## config.mk

```make
export PLATFORM = sky130hd
export DESIGN_NAME = bnn_neuron_seq
export DESIGN_NICKNAME = d
export VERILOG_FILES = /design/src/rtl/bnn_pkg.sv /design/src/rtl/bnn_word_pop.sv /design/src/rtl/bnn_neuron_seq.sv
export SDC_FILE = /design/constraint.sdc
export NUM_CORES = 1
export LEC_CHECK = 0
export ABC_AREA = 1
export BUFFER_PORTS_ARGS = -buffer_cell sky130_fd_sc_hd__buf_2
export CORE_MARGIN = 8
export CORE_UTILIZATION = 63
export CTS_BUF_LIST = sky130_fd_sc_hd__clkbuf_4
export CTS_CLUSTER_DIAMETER = 30
export DETAILED_ROUTE_END_ITERATION = 7
export MAX_ROUTING_LAYER = met4
export PLACE_DENSITY = 0.89
export SLEW_MARGIN = 25
export SYNTH_ARGS = -nofsm -noshare
export SYNTH_HDL_FRONTEND = slang
export SYNTH_SLANG_ARGS = --single-unit
```

## constraint.sdc

```tcl
create_clock -name clk -period 19.55 [get_ports clk]
set_clock_uncertainty 0.05 [all_clocks]
set_input_delay 0.9775 -clock clk [delete_from_list [all_inputs] [get_ports clk]]
set_output_delay 0.9775 -clock clk [all_outputs]
set_load 0.05 [all_outputs]
```

## src/rtl/bnn_pkg.sv

```systemverilog
// Shared types and helpers for the multi-word BNN neuron sequencer.
package bnn_pkg;

  localparam int unsigned BNN_WORD_W = 32;

  typedef enum logic [2:0] {
    S_IDLE,
    S_REQ_A,
    S_WAIT_A,
    S_REQ_W,
    S_WAIT_W,
    S_RESULT
  } bnn_seq_state_t;

  // Lower-bits mask: bits [valid_bits-1:0] set, 32 or more gives all-ones.
  function automatic logic [BNN_WORD_W-1:0] bnn_word_mask(input logic [5:0] valid_bits);
    logic [BNN_WORD_W-1:0] m;
    m = '0;
    for (int unsigned i = 0; i < BNN_WORD_W; i++) begin
      if (i < 32'(valid_bits)) m[i] = 1'b1;
    end
    return m;
  endfunction

endpackage

```

## src/rtl/bnn_word_pop.sv

```systemverilog
// One-word masked XNOR popcount.
module bnn_word_pop
  import bnn_pkg::*;
(
  input  logic [BNN_WORD_W-1:0] act,
  input  logic [BNN_WORD_W-1:0] wgt,
  input  logic [5:0]            valid_bits,
  output logic [5:0]            count
);

  logic [BNN_WORD_W-1:0] x;

  // XNOR the operands, drop bits beyond the valid width, count the ones.
  always_comb begin
    x     = ~(act ^ wgt) & bnn_word_mask(valid_bits);
    count = '0;
    for (int unsigned i = 0; i < BNN_WORD_W; i++) begin
      count = count + 6'(x[i]);
    end
  end

endmodule

```

## src/rtl/bnn_neuron_seq.sv

```systemverilog
// Multi-word BNN neuron sequencer: fetches activation/weight words one at a
// time, accumulates masked XNOR popcounts and returns 2*pop-N or a threshold bit.
module bnn_neuron_seq
  import bnn_pkg::*;
#(
  parameter int unsigned ADDR_W   = 32,
  parameter int unsigned MAX_BITS = 1024,
  localparam int unsigned NB_W    = $clog2(MAX_BITS) + 1
) (
  input  logic              clk,
  input  logic              reset,
  input  logic              start_i,
  input  logic [ADDR_W-1:0] act_base_i,
  input  logic [ADDR_W-1:0] wgt_base_i,
  input  logic [NB_W-1:0]   n_bits_i,
  input  logic [31:0]       threshold_i,
  input  logic              en_threshold_i,
  output logic              busy_o,
  output logic              err_o,
  output logic              mem_req_o,
  output logic [ADDR_W-1:0] mem_addr_o,
  input  logic              mem_gnt_i,
  input  logic              mem_rvalid_i,
  input  logic [31:0]       mem_rdata_i,
  output logic              res_valid_o,
  input  logic              res_ready_i,
  output logic [31:0]       res_data_o
);

  bnn_seq_state_t state_q, state_d;

  logic [ADDR_W-1:0] act_base_q, wgt_base_q;
  logic [NB_W-1:0]   n_q, k_q, acc_q, acc_sum;
  logic [31:0]       thr_q, act_q, res_q, c32;
  logic              en_th_q, err_q;
  logic              n_legal, last_word, activation;
  logic [5:0]        valid_bits, pop_cnt;
  logic [NB_W:0]     c_wide;
  logic [ADDR_W-1:0] act_addr, wgt_addr;

  bnn_word_pop u_pop (
    .act        (act_q),
    .wgt        (mem_rdata_i),
    .valid_bits (valid_bits),
    .count      (pop_cnt)
  );

  // Word bookkeeping, addresses and the final signed result.
  always_comb begin
    n_legal    = (n_bits_i != '0) && (32'(n_bits_i) <= MAX_BITS);
    last_word  = (k_q == ((n_q - 1'b1) >> 5));
    valid_bits = last_word ? 6'(n_q - (k_q << 5)) : 6'd32;
    acc_sum    = acc_q + NB_W'(pop_cnt);
    c_wide     = {acc_sum, 1'b0} - {1'b0, n_q};
    c32        = {{(32-NB_W-1){c_wide[NB_W]}}, c_wide};
    activation = $signed(c32) >= $signed(thr_q);
    act_addr   = act_base_q + (ADDR_W'(k_q) << 2);
    wgt_addr   = wgt_base_q + (ADDR_W'(k_q) << 2);
  end

  // State register.
  always_ff @(posedge clk or posedge reset) begin
    if (reset) state_q <= S_IDLE;
    else       state_q <= state_d;
  end

  // Next-state and handshake outputs.
  always_comb begin
    state_d     = state_q;
    mem_req_o   = 1'b0;
    mem_addr_o  = {act_addr[ADDR_W-1:2], 2'b00};
    busy_o      = (state_q != S_IDLE);
    res_valid_o = 1'b0;
    unique case (state_q)
      S_IDLE:   if (start_i && n_legal) state_d = S_REQ_A;
      S_REQ_A: begin
        mem_req_o = 1'b1;
        if (mem_gnt_i) state_d = S_WAIT_A;
      end
      S_WAIT_A: if (mem_rvalid_i) state_d = S_REQ_W;
      S_REQ_W: begin
        mem_req_o  = 1'b1;
        mem_addr_o = {wgt_addr[ADDR_W-1:2], 2'b00};
        if (mem_gnt_i) state_d = S_WAIT_W;
      end
      S_WAIT_W: if (mem_rvalid_i) state_d = last_word ? S_RESULT : S_REQ_A;
      S_RESULT: begin
        res_valid_o = 1'b1;
        if (res_ready_i) state_d = S_IDLE;
      end
      default:  state_d = S_IDLE;
    endcase
  end

  // Command capture, word capture, accumulation and result register.
  always_ff @(posedge clk or posedge reset) begin
    if (reset) begin
      act_base_q <= '0;
      wgt_base_q <= '0;
      n_q        <= '0;
      k_q        <= '0;
      acc_q      <= '0;
      thr_q      <= '0;
      act_q      <= '0;
      res_q      <= '0;
      en_th_q    <= 1'b0;
      err_q      <= 1'b0;
    end else begin
      err_q <= (state_q == S_IDLE) && start_i && !n_legal;
      unique case (state_q)
        S_IDLE: if (start_i && n_legal) begin
          act_base_q <= act_base_i;
          wgt_base_q <= wgt_base_i;
          n_q        <= n_bits_i;
          thr_q      <= threshold_i;
          en_th_q    <= en_threshold_i;
          k_q        <= '0;
          acc_q      <= '0;
        end
        S_WAIT_A: if (mem_rvalid_i) act_q <= mem_rdata_i;
        S_WAIT_W: if (mem_rvalid_i) begin
          acc_q <= acc_sum;
          if (last_word) res_q <= en_th_q ? {31'b0, activation} : c32;
          else           k_q   <= k_q + 1'b1;
        end
        default: ;
      endcase
    end
  end

  assign err_o      = err_q;
  assign res_data_o = res_q;

endmodule

```

==> results.sh, run 1 <==
export IMPL_drc=0
export IMPL_rsz0062_at_grt="no"
export IMPL_avgRoutedWirePerCell_microns=15.8
export IMPL_dieHeight_microns=153
export IMPL_arrival_ns=11.73
export IMPL_pre_cts_ws_ns=8.32
export IMPL_antenna_found_initial=4
export IMPL_postSynthAreaPerCell_sq_um=8.21
export IMPL_via_per_inst=5.47
export IMPL_drtPass1Iterations=5
export IMPL_cts_buffers=17
export IMPL_grt_usage=0.259
export IMPL_drv_cap=0
export IMPL_synth_top_area_cell="dfrtp_1"
export IMPL_place_congestion=0.955
export IMPL_nFillCells=1429
export IMPL_setup_ws_ns=8.29
export IMPL_start_util=0.637
export IMPL_rows=50
export IMPL_run_status="complete, no violations"
export IMPL_crit_path_max_fanout=22
export IMPL_path_buf_inv=6
export IMPL_ys_ff_latch=174
export IMPL_period_needed_ns=11.26
export IMPL_max_clock_path_buffers=2
export IMPL_tns_ns=0
export IMPL_synth_top_area_frac=0.368
export IMPL_htreeDepth=4
export IMPL_synthArstFlopShare=1.00
export IMPL_synth_compound_area_share=0.0963
export IMPL_dr_first_iter_drc_count=784
export IMPL_grt_max_degree=102
export IMPL_yosys_top_cells_area="dfrtp_1 (37%), nand2_1 (8.1%), ha_1 (7.2%), inv_1 (6.3%), mux2_2 (5.9%)"
export IMPL_layout_drive_gt1_share=0.212
export IMPL_hold_viol_final=0
export IMPL_grt_pass1_wl_microns=48400
export IMPL_cp_start_kind="flip-flop"
export IMPL_synth_edf_count=0
export IMPL_required_ns=20.02
export IMPL_grt_pass1_vias=10200
export IMPL_clkLatencyLatePin_ns=0.60
export IMPL_worst_pin_slew_ns=0.910
export IMPL_yosysWarnings=0
export IMPL_cp_top_family="adder cells"
export IMPL_synth_seq_area_share=0.368
export IMPL_die_area_sq_mm=0.0234
export IMPL_period_share=0.576
export IMPL_synth_top_family_by_area="simple AND/OR/NAND/NOR gates"
export IMPL_netlist_instances=1443
export IMPL_cts_setup_buffers=0
export IMPL_hp_class="flip-flop to flip-flop"
export IMPL_nets=1860
export IMPL_overflow=0
export IMPL_coreArea_sq_mm=0.0186
export IMPL_vias=10200
export IMPL_ys_types=47
export IMPL_syn_cell_area_sq_mm=0.0118
export IMPL_critical_path_max_stage_delay_ns=0.58
export IMPL_io_pins=214
export IMPL_yosysMostFrequentCell="nand2_1"
export IMPL_dp_hpwl_microns=22800
export IMPL_crit_path_top_delay_cell="dfrtp_1"
export IMPL_synth_simple_area_share=0.201
export IMPL_setup_viol=0
export IMPL_regArea_sq_mm=0.00435
export IMPL_slew_viol_final=0
export IMPL_synthXorXnorAreaFrac=0.0621
export IMPL_clock_sinks=174
export IMPL_crit_top_cell="nand2_1"
export IMPL_die_w_microns=153
export IMPL_slew_limit_headroom=0.393
export IMPL_path_clk_slew_ns=0.16
export IMPL_cts_resized=0
export IMPL_synth_common_cells="nand2_1 (257), inv_1 (200), dfrtp_1 (174), nor2_1 (139), a21oi_1 (105)"
export IMPL_synth_adder_area_share=0.117
export IMPL_fmax_mhz=88.8
export IMPL_synth_flop_cell="dfrtp_1"
export IMPL_critPathCaptureType="flip-flop"
export IMPL_holdBufCountCts=0
export IMPL_cp_depth=53
export IMPL_wl_microns=29500
export IMPL_holdPathStages=2
export IMPL_numPortBuffers=207
export IMPL_r2r_cells=53
export IMPL_path_class="flip-flop to flip-flop"
export IMPL_multi_input_area_sq_mm=0.00638
export IMPL_cts_tree="done"
export IMPL_synth_area_mux_share=0.0598
export IMPL_area_delta_synth_final_pct=11.8
export IMPL_cts_root_buf="clkbuf_4"
export IMPL_detail_route_antenna_nets=0
-- layout make-up --
type / instances / share of cell area
antenna: 4 / 0.000756
clock buffer: 18 / 0.0102
clock inverter: 13 / 0.0153
inverter: 212 / 0.0605
multi-input combinational: 1003 / 0.482
sequential: 174 / 0.329
tap: 234 / 0.0221
timing repair buffer: 211 / 0.0808
-- kinds of logic (layout without fill, tap and decap cells) --
family	after synthesis	after routing
compound gates	210	210
xor+xnor	84	84
fa+ha+maj	95	95
buf+inv	267	454
flops	174	174
mux	63	63
other cells	1	6
simple gates	549	549
-- stage by stage --
| step | hold slack, ns | cell area [sq um] | util | instances |
|---|---|---|---|---|
| after CTS | 0.456 | 13200 | 0.712 | 1865 |
| after global placement | 0.410 | 12900 | 0.694 | 1834 |
| after detailed placement | 0.418 | 12900 | 0.694 | 1834 |
| after global routing | 0.490 | 13200 | 0.713 | 1869 |
| final | 0.458 | 13200 | 0.713 | 1869 |
| after floorplan | 0.409 | 11800 | - | 1444 |
-- per-layer routing --
| layer | share of wire | GRT usage | vias to the layer above |
|---|---|---|---|
| met5 | 0 | - | - |
| met2 | 0.48 | 0.420 | 371 |
| met4 | 0.031 | 0.0971 | 0 |
| met3 | 0.069 | 0.0657 | 73 |
| met1 | 0.42 | 0.307 | 4815 |
| li1 | - | - | 4970 |
-- final timing paths --
kind / slack (ns) / startpoint / endpoint
max in group asynchronous: 17.67 / reset / k_q[9]
min in group asynchronous: 0.50 / reset / act_base_q[28]
hold reg to reg: 0.46 / res_data_o[9] / res_data_o[9]
hold / removal: 0.46 / res_data_o[9] / res_data_o[9]
setup / recovery: 8.29 / n_q[3] / res_data_o[0]
setup reg to reg: 8.29 / n_q[3] / res_data_o[0]
-- flip-flops by register name, indices dropped and copies added (netlist names) --
register    cells
wgt_base_q     30
res_data_o     12
act_base_q     30
thr_q          32
n_q            11
en_th_q         1
acc_q          11
act_q          32
k_q            11
err_o           1
state_q         3
-- worst reg2reg max path: cells and delay by family (launching register included) --
| family | cells | cell delay (ns) |
|---|---|---|
| compound gates | 6 | 0.90 |
| xor+xnor | 1 | 0.18 |
| fa+ha+maj | 12 | 5.40 |
| buf+inv | 6 | 0.84 |
| flops | 1 | 0.58 |
| simple gates | 28 | 3.25 |
-- cell usage in the layout, fill, tap and decap left out, drive strengths merged, types with 4 or more instances in the layout --
| cell type | n |
|---|---|
| a31oi | 7 |
| a21oi | 105 |
| xor2 | 46 |
| dfrtp | 174 |
| bufinv | 4 |
| nand4 | 14 |
| a21o | 5 |
| nor4 | 5 |
| o22ai | 4 |
| mux2 | 62 |
| o21ai | 73 |
| nand2 | 264 |
| clkbuf | 18 |
| nor3 | 16 |
| nor2 | 152 |
| buf | 211 |
| inv | 214 |
| diode | 4 |
| clkinv | 5 |
| fa | 27 |
| ha | 68 |
| nand3 | 89 |
| xnor2 | 38 |
Power of run 1 is not shown: default switching activity piles up to over one toggle a cycle in this logic, so the estimate is an artifact.
==> inputs of run 2 (changes only) <==
--- a/config.mk
+++ b/config.mk
@@ -8,12 +8,12 @@
 export ABC_AREA = 1
 export BUFFER_PORTS_ARGS = -buffer_cell sky130_fd_sc_hd__buf_2
 export CORE_MARGIN = 8
-export CORE_UTILIZATION = 63
+export CORE_UTILIZATION = 53
 export CTS_BUF_LIST = sky130_fd_sc_hd__clkbuf_4
 export CTS_CLUSTER_DIAMETER = 30
 export DETAILED_ROUTE_END_ITERATION = 7
 export MAX_ROUTING_LAYER = met4
-export PLACE_DENSITY = 0.89
+export PLACE_DENSITY = 0.79
 export SLEW_MARGIN = 25
 export SYNTH_ARGS = -nofsm -noshare
 export SYNTH_HDL_FRONTEND = slang
==> constraint.sdc (replaced) <==
create_clock -name clk -period 10.22 [get_ports clk]
set_clock_uncertainty 0.05 [all_clocks]
set_input_delay 0.511 -clock clk [delete_from_list [all_inputs] [get_ports clk]]
set_output_delay 0.511 -clock clk [all_outputs]
set_load 0.05 [all_outputs]
==> run 2 against run 1 <==
Compared with the run above: clock-buffer cell count is 1 lower; cell area is 7.8% higher; die area is 17% higher; first-iteration DRC count is 6.6% lower; maximum frequency is 12% higher; utilization is 6.1 points lower; critical endpoint unchanged; highest routed layer unchanged.
==> results.sh, run 2 (same netlist as run 1, synthesis figures left out) <==
export IMPL_run_status="complete, no violations"
export IMPL_path_clk_slew_ns=0.18
export IMPL_htreeDepth=4
export IMPL_min_from="act_base_i[25]"
export IMPL_nets=1927
export IMPL_rsz0062_at_grt="yes"
export IMPL_hp_class="primary input to flip-flop"
export IMPL_layout_drive_gt1_share=0.287
export IMPL_period_needed_ns=10.06
export IMPL_max_clock_path_buffers=2
export IMPL_dieHeight_microns=165
export IMPL_grt_pass1_vias=10200
export IMPL_wl_microns=31500
export IMPL_required_ns=10.70
export IMPL_crit_path_max_fanout=7
export IMPL_start_util=0.541
export IMPL_io_pins=214
export IMPL_drv_cap=0
export IMPL_r2r_start="n_q[0]"
export IMPL_grt_max_degree=108
export IMPL_overflow=0
export IMPL_die_w_microns=165
export IMPL_via_per_inst=5.27
export IMPL_drtPass1Iterations=7
export IMPL_vias=10500
export IMPL_cts_buffers=17
export IMPL_detail_route_antenna_nets=0
export IMPL_dp_cells=1923
export IMPL_cts_root_buf="clkbuf_4"
export IMPL_rows=54
export IMPL_dp_hpwl_microns=23900
export IMPL_grt_pass1_wl_microns=48600
export IMPL_layoutNonFillerInstCount=1985
export IMPL_die_area_sq_mm=0.0274
export IMPL_crit_top_cell="nand2_1"
export IMPL_worst_pin_slew_ns=0.798
export IMPL_avgRoutedWirePerCell_microns=15.9
export IMPL_grt_usage=0.227
export IMPL_worst_hold_path_endpoint="act_base_q[25]"
export IMPL_final_cell_mix="nand2_1 (245), buf_2 (207), inv_1 (192)"
export IMPL_hold_viol_final=0
export IMPL_slew_limit_headroom=0.468
export IMPL_fmax_mhz=99.4
export IMPL_slew_viol_final=0
export IMPL_area_delta_synth_final_pct=20.6
export IMPL_path_class="flip-flop to flip-flop"
export IMPL_rr_endpoint="res_data_o[0]"
export IMPL_critical_path_max_stage_delay_ns=0.55
export IMPL_period_share=0.984
export IMPL_cts_tree="done"
export IMPL_holdPathStages=2
export IMPL_place_congestion=0.923
export IMPL_final_common_cell="nand2_1"
export IMPL_top_regs="act_q: 32 flops, thr_q: 32 flops"
export IMPL_antenna_found_initial=6
export IMPL_clock_sinks=174
export IMPL_dr_first_iter_drc_count=732
export IMPL_regArea_sq_mm=0.00436
export IMPL_clkLatencyLatePin_ns=0.57
export IMPL_coreArea_sq_mm=0.0219
export IMPL_nFillCells=1803
export IMPL_numPortBuffers=207
export IMPL_r2r_cells=54
export IMPL_crit_path_top_delay_cell="fa_1"
export IMPL_cp_start_kind="flip-flop"
export IMPL_reg2reg_slack_ns=0.16
export IMPL_drc=0
export IMPL_setup_viol=0
export IMPL_arrival_ns=10.54
export IMPL_multi_input_area_sq_mm=0.00679
export IMPL_critPathCaptureType="flip-flop"
-- run 2: cell types whose count changed in the layout (fill, tap and decap cells not counted), moves of 7 or more --
cell	before	now
nand3_1	87	76
o21ai_0	52	45
ha_1	68	56
ha_4	0	12
buf_4	3	63
nor2_1	139	131
nand3_2	1	11
nand2_1	257	245
nand2_2	6	15
inv_1	199	192
-- run 2: metrics by stage --
stage | TNS [ns] | cell area, sq um | worst slack, ns | hold WS, ns | utilization
floorplan | 0 | 11800 | 0.263 | 0.409 | -
detailed placement | -0.197 | 13300 | -0.197 | 0.413 | 0.607
finish | 0 | 14300 | 0.160 | 0.0837 | 0.652
CTS | 0 | 13700 | 0.0195 | 0.0523 | 0.624
global placement | -0.0107 | 13300 | -0.0107 | 0.411 | 0.607
global route | -0.268 | 14300 | -0.268 | 0.0549 | 0.652
-- run 2: worst max-delay path by stage --
stage	from	end	slack [ns]
2_1_floorplan	n_q[3]	res_data_o[0]	0.26
3_3_place_gp	n_q[0]	res_data_o[0]	-0.01
3_5_place_dp	n_q[0]	res_data_o[0]	-0.20
4_1_cts	n_q[1]	res_data_o[0]	0.02
5_1_grt	n_q[0]	res_data_o[0]	-0.27
6_report	n_q[0]	res_data_o[0]	0.16
-- run 2: critical path: cells and delay by family, from the launching register on --
kind	cells	cell delay [ns]
XOR/XNOR	2	0.26
AO/OA/AOI/OAI	5	0.66
flip-flops	1	0.47
AND/OR/NAND/NOR	26	2.74
buffers and inverters	10	0.97
adder cells (fa/ha/maj)	11	4.84
-- run 2: cell type report --
type                    instances  share of cell area
clock inverters                15              0.0134
inverters                     212              0.0564
repair buffers                278               0.114
clock buffers                  17             0.00894
flip-flops and latches        174               0.306
well taps                     280              0.0245
multi-input cells            1003               0.476
diodes                          6             0.00105
-- run 2: routing by layer --
layer | up-vias | global-route usage | part of all wire
met5 | - | - | 0
met4 | 0 | 0.0674 | 0.022
met3 | 51 | 0.0300 | 0.053
met2 | 307 | 0.391 | 0.51
met1 | 4992 | 0.274 | 0.42
li1 | 5114 | - | -
-- run 2: timing repair --
action,4_1_cts,5_1_grt
endpoints found under the hold margin,44,0
buffers inserted,3,18
resized for setup,5,96
hold buffers,1,0
endpoints found under the setup margin,1,1
pin swaps,5,51
cloned,0,2
Power of run 2 is left out for the same reason.
==> inputs of run 3 (changes only) <==
--- a/config.mk
+++ b/config.mk
@@ -7,13 +7,15 @@
 export LEC_CHECK = 0
 export ABC_AREA = 1
 export BUFFER_PORTS_ARGS = -buffer_cell sky130_fd_sc_hd__buf_2
+export CELL_PAD_IN_SITES_DETAIL_PLACEMENT = 2
+export CELL_PAD_IN_SITES_GLOBAL_PLACEMENT = 2
 export CORE_MARGIN = 8
-export CORE_UTILIZATION = 53
+export CORE_UTILIZATION = 31
 export CTS_BUF_LIST = sky130_fd_sc_hd__clkbuf_4
 export CTS_CLUSTER_DIAMETER = 30
 export DETAILED_ROUTE_END_ITERATION = 7
 export MAX_ROUTING_LAYER = met4
-export PLACE_DENSITY = 0.79
+export PLACE_DENSITY_LB_ADDON = 0.1
 export SLEW_MARGIN = 25
 export SYNTH_ARGS = -nofsm -noshare
 export SYNTH_HDL_FRONTEND = slang
==> run 3 against run 2 <==
Compared with the run above: die area grew 63%; the flow now finishes with violations (setup timing); register-to-register slack lost 0.25 ns; routed wire length grew 38%; worst hold slack gained 0.0037 ns; critical path depth shrank 2; cell area grew 12%; utilization shrank 23 points.
==> results.sh, run 3 (same netlist as run 1, synthesis figures left out) <==
export IMPL_grt_pass1_vias=12500
export IMPL_cp_start_kind="flip-flop"
export IMPL_rsz0062_at_grt="yes"
export IMPL_clock_sinks=174
export IMPL_dp_hpwl_microns=32100
export IMPL_crit_path_max_fanout=5
export IMPL_start_util=0.314
export IMPL_area_delta_synth_final_pct=35.4
export IMPL_violations="setup timing"
export IMPL_dp_cells=2218
export IMPL_path_clk_slew_ns=0.16
export IMPL_vias=11100
export IMPL_dr_first_iter_drc_count=336
export IMPL_grt_usage=0.197
export IMPL_cts_tree="done"
export IMPL_worst_pin_slew_ns=0.820
export IMPL_antenna_found_initial=4
export IMPL_tns_ns=-0.0948
export IMPL_die_area_sq_mm=0.0447
export IMPL_clkLatencyLatePin_ns=0.63
export IMPL_reg2reg_slack_ns=-0.09
export IMPL_hp_class="primary input to flip-flop"
export IMPL_path_class="flip-flop to flip-flop"
export IMPL_final_common_cell="nand2_1"
export IMPL_grt_max_degree=81
export IMPL_drc=0
export IMPL_dieHeight_microns=211
export IMPL_fmax_mhz=96.9
export IMPL_top_regs="act_q: 32 flops, thr_q: 32 flops"
export IMPL_arrival_ns=10.80
export IMPL_final_cell_mix="nand2_1 (239), buf_2 (207), inv_1 (186)"
export IMPL_cp_startpoint="n_q[2]"
export IMPL_setup_viol=1
export IMPL_htreeDepth=4
export IMPL_drtPass1Iterations=4
export IMPL_pre_cts_ws_ns=-0.586
export IMPL_run_status="finished, violations left"
export IMPL_io_pins=214
export IMPL_critPathCaptureType="flip-flop"
export IMPL_rows=71
export IMPL_crit_path_top_delay_cell="fa_2"
export IMPL_detail_route_antenna_nets=0
export IMPL_period_share=1.01
export IMPL_avgRoutedWirePerCell_microns=18.4
export IMPL_setup_ws_ns=-0.0948
export IMPL_hold_viol_final=0
export IMPL_cts_buffers=17
export IMPL_layoutNonFillerInstCount=2349
export IMPL_rr_endpoint="res_data_o[0]"
export IMPL_die_w_microns=211
export IMPL_crit_top_cell="nand2_1"
export IMPL_slew_viol_final=0
export IMPL_period_needed_ns=10.31
export IMPL_via_per_inst=4.71
export IMPL_cts_root_buf="clkbuf_4"
export IMPL_slew_limit_headroom=0.453
export IMPL_drv_cap=0
export IMPL_r2r_start="n_q[2]"
export IMPL_critical_path_max_stage_delay_ns=0.63
export IMPL_place_congestion=0.837
export IMPL_wl_microns=43300
export IMPL_numPortBuffers=207
export IMPL_grt_pass1_wl_microns=67800
export IMPL_nets=2062
export IMPL_required_ns=10.70
export IMPL_overflow=0
export IMPL_max_clock_path_buffers=2
export IMPL_worstSetupEndpoint="res_data_o[0]"
export IMPL_coreArea_sq_mm=0.0377
export IMPL_r2r_cells=52
export IMPL_layout_drive_gt1_share=0.334
-- run 3: cell types whose count changed in the layout (fill, tap and decap cells not counted), moves of 4 or more --
cell / change
clkinv_8: -4
nand2_1: -6
inv_1: -6
a21oi_1: -4
nor2_4: +7
buf_4: +75
ha_1: -7
nand3_2: +5
inv_2: +6
nor2_1: -8
dlygate4sd3_1: +56
o21ai_2: +5
nand3_1: -7
ha_4: +7
-- run 3: cell type report --
cell class	count	area, sq um
clock inverters	14	159
diodes	4	10.0
well taps	511	639
inverters	212	813
multi-input cells	1003	7090
repair buffers	413	2820
flip-flops and latches	174	4360
fillers	4316	21600
clock buffers	18	135
-- run 3: worst min-delay path by stage --
stage | to | depth (start not counted) | start
6_report | thr_q[14] | 3 | threshold_i[14]
3_5_place_dp | res_data_o[8] | 2 | res_data_o[8]
2_1_floorplan | acc_q[3] | 2 | acc_q[3]
4_1_cts | en_th_q | 3 | en_threshold_i
3_3_place_gp | res_data_o[6] | 2 | res_data_o[6]
5_1_grt | act_base_q[14] | 3 | act_base_i[14]
-- run 3: repair_timing --
action,CTS,global route
setup buffers,21,14
endpoints found under the setup margin,1,1
resized for setup,86,87
hold buffers,57,0
hold endpoints to repair,105,0
gates cloned,2,1
pin swaps,52,68
-- run 3: metrics by stage --
stage	hold WS (ns)	util	instance area (sq um)
4_1_cts	0.0000566	0.411	15500
3_3_place_gp	0.410	0.373	14100
3_5_place_dp	0.416	0.373	14100
2_1_floorplan	0.409	-	11800
6_report	0.0875	0.426	16000
5_1_grt	0.0123	0.426	16000
-- run 3: metal layers --
metal  global-route usage  routed length (microns)  vias up  share of wire
met4               0.0563                      753        0          0.017
met2                0.336                    22200      168           0.51
met5                    -                        0        -              0
met1                0.241                    18800     5469           0.43
met3               0.0284                     1580       43          0.036
li1                     -                        -     5373              -
-- run 3: critical path, delay by kind of cell, from the launching register on --
kind | cells | cell delay (ns)
and+or+nand+nor | 25 | 2.93
buffers and inverters | 7 | 0.58
adders and majority gates | 12 | 5.08
xor gates and xnor gates | 2 | 0.37
AOI/OAI and AO/OA | 6 | 0.73
DFF | 1 | 0.49
Power of run 3 is left out for the same reason.
